==> src/rtl/block_feeder.sv <==
// ============================================================================
// block_feeder -- streams fixed-length sample blocks from an image buffer to a
//                 processing element, one block per controller DATA phase.
// Optional: define BLOCK_FEEDER_ERR_EN to add the sticky protocol error output.
// Revision: 1.0
// ============================================================================
`default_nettype none

module block_feeder #(
    parameter int DATA_W     = 8,
    parameter int BLOCK_LEN  = 9,
    parameter int NUM_BLOCKS = 16,
    parameter int ADDR_W     = 8
) (
    input  logic              clock,
    input  logic              reset,
    input  logic              data,
    input  logic              result,
    output logic [ADDR_W-1:0] mem_addr,
    input  logic [DATA_W-1:0] mem_rdata,
    output logic              pe_valid,
    output logic [DATA_W-1:0] pe_data,
    input  logic              pe_ready,
    output logic              dataSent,
    output logic              blockDone,
    output logic              imageDone,
    output logic [ADDR_W-1:0] block_idx
`ifdef BLOCK_FEEDER_ERR_EN
    ,
    output logic              err
`endif
);

    localparam int                CNT_W     = (BLOCK_LEN > 1) ? $clog2(BLOCK_LEN) : 1;
    localparam logic [CNT_W-1:0]  LAST_CNT  = CNT_W'(BLOCK_LEN - 1);
    localparam logic [ADDR_W-1:0] LAST_BLK  = ADDR_W'(NUM_BLOCKS - 1);
    localparam logic [ADDR_W-1:0] BLK_LEN_A = ADDR_W'(BLOCK_LEN);

    typedef enum logic [1:0] {
        IDLE        = 2'd0,
        FETCH       = 2'd1,
        STREAM      = 2'd2,
        WAIT_RESULT = 2'd3
    } state_t;

    state_t            state;
    state_t            state_nxt;
    logic [CNT_W-1:0]  sample_cnt;
    logic [CNT_W-1:0]  fetch_cnt;
    logic [ADDR_W-1:0] fetch_addr;
    logic              handshake;

    logic start_fetch;
    logic next_fetch;
    logic capture;
    logic xfer_last;
    logic abort;
    logic finish_block;
    logic finish_image;

    assign handshake  = pe_valid && pe_ready;
    assign fetch_cnt  = start_fetch ? '0 : sample_cnt + CNT_W'(1);
    assign fetch_addr = (block_idx * BLK_LEN_A) + ADDR_W'(fetch_cnt);

    always_ff @(posedge clock or negedge reset) begin
        if (!reset) begin
            state <= IDLE;
        end else begin
            state <= state_nxt;
        end
    end

    always_comb begin
        state_nxt    = state;
        start_fetch  = 1'b0;
        next_fetch   = 1'b0;
        capture      = 1'b0;
        xfer_last    = 1'b0;
        abort        = 1'b0;
        finish_block = 1'b0;
        finish_image = 1'b0;
        case (state)
            IDLE: begin
                if (data) begin
                    state_nxt   = FETCH;
                    start_fetch = 1'b1;
                end
            end
            FETCH: begin
                if (!data) begin
                    state_nxt = IDLE;
                    abort     = 1'b1;
                end else begin
                    state_nxt = STREAM;
                    capture   = 1'b1;
                end
            end
            STREAM: begin
                // Dropping data wins over a same-cycle handshake.
                if (!data) begin
                    state_nxt = IDLE;
                    abort     = 1'b1;
                end else if (handshake) begin
                    if (sample_cnt == LAST_CNT) begin
                        state_nxt = WAIT_RESULT;
                        xfer_last = 1'b1;
                    end else begin
                        state_nxt  = FETCH;
                        next_fetch = 1'b1;
                    end
                end
            end
            WAIT_RESULT: begin
                // Waiting out the dataSent cycle keeps the done pulses apart.
                if (result && !dataSent) begin
                    state_nxt = IDLE;
                    if (block_idx == LAST_BLK) begin
                        finish_image = 1'b1;
                    end else begin
                        finish_block = 1'b1;
                    end
                end
            end
            default: begin
                state_nxt = IDLE;
            end
        endcase
    end

    always_ff @(posedge clock or negedge reset) begin
        if (!reset) begin
            sample_cnt <= '0;
            block_idx  <= '0;
            mem_addr   <= '0;
            pe_data    <= '0;
            pe_valid   <= 1'b0;
            dataSent   <= 1'b0;
            blockDone  <= 1'b0;
            imageDone  <= 1'b0;
        end else begin
            dataSent  <= xfer_last;
            blockDone <= finish_block;
            imageDone <= finish_image;

            if (start_fetch || next_fetch) begin
                mem_addr   <= fetch_addr;
                sample_cnt <= fetch_cnt;
            end
            if (xfer_last || abort) begin
                sample_cnt <= '0;
            end

            if (capture) begin
                pe_data  <= mem_rdata;
                pe_valid <= 1'b1;
            end
            if (next_fetch || xfer_last || abort) begin
                pe_valid <= 1'b0;
            end

            if (finish_block) begin
                block_idx <= block_idx + ADDR_W'(1);
            end else if (finish_image) begin
                block_idx <= '0;
            end
        end
    end

`ifdef BLOCK_FEEDER_ERR_EN
    always_ff @(posedge clock or negedge reset) begin
        if (!reset) begin
            err <= 1'b0;
        end else if ((result && (state == FETCH || state == STREAM)) ||
                     (pe_ready && !pe_valid)) begin
            err <= 1'b1;
        end
    end
`endif

endmodule

`default_nettype wire

==> config.mk <==
export PLATFORM = sky130hd
export DESIGN_NAME = block_feeder
export DESIGN_NICKNAME = d
export VERILOG_FILES = /design/src/rtl/block_feeder.sv
export SDC_FILE = /design/constraint.sdc
export NUM_CORES = 1
export LEC_CHECK = 0
export BUFFER_PORTS_ARGS = -buffer_cell sky130_fd_sc_hd__buf_2
export CAP_MARGIN = 10
export CORE_MARGIN = 8
export CORE_UTILIZATION = 24
export CTS_BUF_LIST = sky130_fd_sc_hd__clkbuf_8
export DETAILED_ROUTE_END_ITERATION = 12
export PLACE_DENSITY = 0.39
export SYNTH_ARGS = -nofsm -noshare
export SYNTH_HDL_FRONTEND = slang
export SYNTH_SLANG_ARGS = --single-unit
==> constraint.sdc <==
create_clock -name clock -period 3.5 [get_ports clock]
set_input_delay 0.175 -clock clock [delete_from_list [all_inputs] [get_ports clock]]
set_output_delay 0.175 -clock clock [all_outputs]
set_load 0.005 [all_outputs]
; Yosys cells after proc, flatten, opt, wreduce, memory -nomap -nowiden
; Cells that the tools add are included.
[totals]
register_bits = 34
output_inout_bits = 28
[classes]
add_sub_neg = 3
mul = 1
n_eq_ne = 8
mux = 33
reduce_logical = 13
[ops]
columns = cell, count
row1 = 1-bit two-way mux, 21
row2 = 8-bit two-way mux, 2
row3 = 2-bit two-way mux, 6
row4 = 4-bit two-way mux, 3
row5 = 8-bit by 1-bit adder with 8-bit output (second input constant), 1
row6 = 8-bit by 4-bit adder with 8-bit output, 1
row7 = 8-bit by 4-bit == test with 1-bit output (second input constant), 1
row8 = 8-bit by 4-bit multiplier with 8-bit output (second input constant), 1
row9 = 2-bit case mux with 4 select lines, 1
row10 = 2-bit nonzero test, 3
row11 = 4-bit by 1-bit adder with 4-bit output (second input constant), 1
row12 = 2-bit == test (second input constant), 2
row13 = 4-bit == test (second input constant), 1
row14 = 1-bit logical OR, 4
row15 = 2-bit inequality test (second input constant), 2
row16 = 3-bit inequality test (second input constant), 1
row17 = 3-bit AND reduction, 1
row18 = 2-bit by 1-bit == test with 1-bit output (second input constant), 1
row19 = 1-bit logical AND, 2
row20 = 2-bit zero test, 1
row21 = 2-bit OR reduction, 1
row22 = 1-bit zero test, 1

; Depth between registers and ports, before layout
[logic_depth]
depth_word = 8
mapped_depth = 13

; Worst setup path before layout
; Ideal clock, no wire load.
[synth_timing]
kind = register -> register
start = register state[0]
end = register mem_addr[7]
setup_ns = 0.126
t_arrival_ns = 2.470
required_ns = 3.374
slack_ns = 0.904
path_stages_with_launch = 12
n_path_buf = 1
synth_period_minus_slack_ns = 2.596
cell_sequence = dfrtp_1 > inv_1 > ha_1 > and2_4 > buf_6 > nor2_1 > ha_1 > ha_1 > nor2b_1 > o31a_1 > o2111a_1 > a221o_1
[synth_between]
elab_chain_len = 4
word_cells_on_any_way = 7
cone_classes = 1 x add/sub / 1 x eq/ne / 3 x mux / 2 x reduce/logical
[synth_rtl]
columns = element, line
row1 = start: declaration, 46  ; state_t state;
row2 = start signal: assignment, 69  ; state <= state_nxt;
row3 = 2-bit zero test, 82  ; case (state)
row4 = 1-bit two-way mux, 82
row5 = 4-bit two-way mux, 62  ; assign fetch_cnt = start_fetch ? '0 : sample_cnt + CNT_W'(1);
row6 = 8-bit by 4-bit adder with 8-bit output, 63  ; assign fetch_addr = (block_idx * BLK_LEN_A) + ADDR_W'(fetch_cnt);
row7 = end signal: assignment, 146  ; mem_addr <= fetch_addr;
row8 = end: declaration, 19  ; output logic [ADDR_W-1:0] mem_addr,
; Several ways; a longest one is shown, not always the timed one.
; A chain may end at the register's enable or synchronous reset.

; Final worst setup path
; Same ends and word-level chain as after synthesis.

==> flow_metrics.env <==
export IMPL_tritoncts="done"
export IMPL_fp_dieH_um=108
export IMPL_r2r_end="mem_addr[7]"
export IMPL_start_util_pct=24.7
export IMPL_grt_max_degree=35
export IMPL_period_needed_ps=2780
export IMPL_dpl_cell_count=327
export IMPL_p_seq_share_pct=40.7
export IMPL_drt_wl_total_mm=4.53
export IMPL_slew_viol_final=0
export IMPL_clk_pin_slew_ps=80
export IMPL_grt_use_met3_pct=2.81
export IMPL_synth_top_area_share_pct=42.2
export IMPL_cts_root_buf="clkbuf_8"
export IMPL_antennaDiodeCount=0
export IMPL_instances_no_fill=335
export IMPL_syn_avg_cell_area_um2=10.9
export IMPL_cp_data_required_time_ps=3670
export IMPL_grtUsageMet1_pct=10.2
export IMPL_cts_setup_buffers=0
export IMPL_synth_top_flop_cell="dfrtp_1"
export IMPL_area_growth_pct=19.2
export IMPL_power_density_nw_per_um2=613
export IMPL_drive_gt1_share_pct=29.6
export IMPL_htree_levels=2
export IMPL_sw_frac_of_total_pct=35.7
export IMPL_avgRoutedWirePerCell_um=13.5
export IMPL_hold_buffers=0
export IMPL_grt_pass1_wl_mm=7.77
export IMPL_tightestPinTransition_ps=806
export IMPL_yosysTopAreaCell="dfrtp_1"
export IMPL_async_flop_share_pct=100
export IMPL_core_area_um2=8180
export IMPL_ys_seq_elements=34
export IMPL_grt_ovfl_total=0
export IMPL_insertion_delay_ps=280
export IMPL_ant_nets=0
export IMPL_post_cts_resized=0
export IMPL_synth_edff_count=0
export IMPL_syn_inst=186
export IMPL_synth_fp_nets=225
export IMPL_netlist_top_cells_area="dfrtp_1 42%, ha_1 15%, mux2_2 6.1%"
export IMPL_start_kind="register"
export IMPL_grt_pass1_vias=1582
export IMPL_drc=0
export IMPL_grt_usage_pct=8.36
export IMPL_finalCritPeriodShare_pct=79.5
export IMPL_r2r_cells=12
export IMPL_final_nets=268
export IMPL_die_x_um=108
export IMPL_timing_hold_ws_ps=-24.8
export IMPL_hold_path_class="input port to asynchronous set/reset pin"
export IMPL_initialDrtViolationCount=27
export IMPL_crit_top_cell="ha_1"
export IMPL_pwr_share_comb_pct=38.4
export IMPL_rsz0062_at_grt="no"
export IMPL_cts_sinks=34
export IMPL_dp_hpwl_mm=3.45
export IMPL_vias_per_cell=4.45
export IMPL_cpPeakStageDelay_ps=410
export IMPL_max_freq_ghz=0.359
export IMPL_cp_arrival_ps=2960
export IMPL_skew_ps=6.53
export IMPL_path_max_fanout=4
export IMPL_p_sw_mw=0.526
export IMPL_fin_setup_tns_ps=0
export IMPL_timing_critical_path_from="state[0]"
export IMPL_antenna_found_initial=0
export IMPL_drv_cap=0
export IMPL_vias=1492
export IMPL_gp_congestion=0.743
export IMPL_synth_area_um2=2020
export IMPL_outcome="complete, but fails checks"
export IMPL_ys_top_cells_by_count="34 x dfrtp_1, 25 x ha_1, 20 x nand2_1"
export IMPL_ctsLongestPathBuffers=2
export IMPL_pwr_share_clk_pct=20.9
export IMPL_setup_viol=0
export IMPL_ioPinCount=41
export IMPL_cts_buffers=5
export IMPL_top_usage_layer="met2"
export IMPL_yosysMostFrequentCell="dfrtp_1"
export IMPL_crit_path_cell_trace="inv_1 -> ha_1 -> nand2_1 -> and2_1 -> ha_1 -> ha_1 -> inv_1 -> fa_1 -> nor2b_1 -> o31a_1 -> o21ai_0 -> a221o_1"
export IMPL_dr_pass1_iters=4
export IMPL_grt_util_met2_pct=13.5
export IMPL_power_internal_mw=0.949
export IMPL_portBuffers=40
export IMPL_timing_slew_headroom_pct=46.3
export IMPL_critPathCaptureType="register"
export IMPL_row_count=33
export IMPL_die_area_um2=11600
export IMPL_ff2ff_setup_slack_ps=720
export IMPL_synthDistinctLibCells=42
export IMPL_cp_slowest_cell="dfrtp_1"
export IMPL_violations="hold timing"
export IMPL_yosysWarnings=0
export IMPL_hold_viol=34
export IMPL_r2r_start="state[0]"
export IMPL_p_leak_nw=1.20
export IMPL_ys_seq_area_share_pct=42.2
export IMPL_ir_worst_vdd_v=0.000228
export IMPL_path_class="register to register"
worst max-delay path, delay by kind of cell, from the launching register on:
family / cells / cell delay, ps
compound gates: 3 / 570
flops: 1 / 410
buf+inv: 2 / 190
fa+ha+maj: 4 / 1090
simple gates: 3 / 430
worst max-delay path by stage:
stage             endpoint  slack [ps]  cells after the start
6_report       mem_addr[7]         720                     12
3_3_place_gp   mem_addr[7]         750                     12
5_1_grt        mem_addr[7]         500                     12
4_1_cts        mem_addr[7]         670                     12
2_1_floorplan  mem_addr[7]         900                     11
3_5_place_dp   mem_addr[7]         690                     12
through the flow:
step	power, mW	hold slack, ps	instance area (um^2)	utilization [%]	setup WS, ps
after detailed placement	1.20	339	2310	28.3	688
after global placement	1.20	333	2310	28.3	745
after floorplan	0.988	-121	2020	-	904
after global routing	1.62	52.9	2410	29.4	503
after CTS	1.52	20.3	2410	29.4	675
final	1.47	-24.8	2410	29.4	717
logic make-up after synthesis:
| family | count (synthesis) | share of synthesized area, % |
|---|---|---|
| buf+inv | 12 | 3.41 |
| mux | 12 | 6.63 |
| compound gates | 32 | 11.4 |
| flops | 34 | 42.2 |
| xor+xnor | 13 | 5.64 |
| fa+ha+maj | 26 | 16.5 |
| simple gates | 57 | 14.3 |
cell type report:
class	count	area, um^2
Timing Repair Buffer	40	200
Inverter	8	30.0
Sequential cell	34	851
Clock inverter	2	12.5
Clock buffer	6	82.6
Multi-Input combinational cell	140	1100
Tap cell	105	131
Fill cell	901	5770
cells in the final DEF (no fill, tap or decap), types with 2 or more instances in the layout:
| cell | synthesis | layout |
|---|---|---|
| buf_2 | 1 | 40 |
| o21ai_0 | 5 | 5 |
| ha_1 | 25 | 25 |
| a211oi_1 | 3 | 3 |
| nand4_1 | 3 | 3 |
| clkbuf_8 | 0 | 6 |
| nand3_1 | 4 | 4 |
| mux2_2 | 11 | 11 |
| or2_2 | 2 | 2 |
| a21oi_1 | 9 | 9 |
| nor2_1 | 12 | 12 |
| inv_1 | 8 | 8 |
| dfrtp_1 | 34 | 34 |
| and2_1 | 2 | 2 |
| and3b_1 | 2 | 2 |
| nand3b_1 | 2 | 2 |
| xor2_1 | 4 | 4 |
| nand2_1 | 20 | 20 |
| a21o_1 | 2 | 2 |
| nor3_1 | 4 | 4 |
| xnor2_1 | 9 | 9 |
power by group through the flow:
stage                     combinational (mW)  clock, mW  sequential (mW)
after detailed placement               0.584          0            0.612
after global placement                 0.592          0            0.610
final                                  0.567      0.309            0.600
after CTS                              0.587      0.331            0.605
after global routing                   0.650      0.346            0.624
after floorplan                        0.383          0            0.606
flip-flops by register name (all words and copies together) (netlist names):
signal / flops
mem_addr: 8
pe_data: 8
dataSent: 1
pe_valid: 1
imageDone: 1
block_idx: 8
sample_cnt: 4
blockDone: 1
state: 2
layer usage:
| layer | vias up | wire length (um) | share of wire [%] |
|---|---|---|---|
| met2 | 30 | 2140 | 47 |
| met4 | 0 | 41 | 0.91 |
| li1 | 746 | - | - |
| met1 | 711 | 2090 | 46 |
| met3 | 5 | 259 | 5.7 |
| met5 | - | 0 | 0 |
Note: power is estimated with default switching activity, not from simulation.
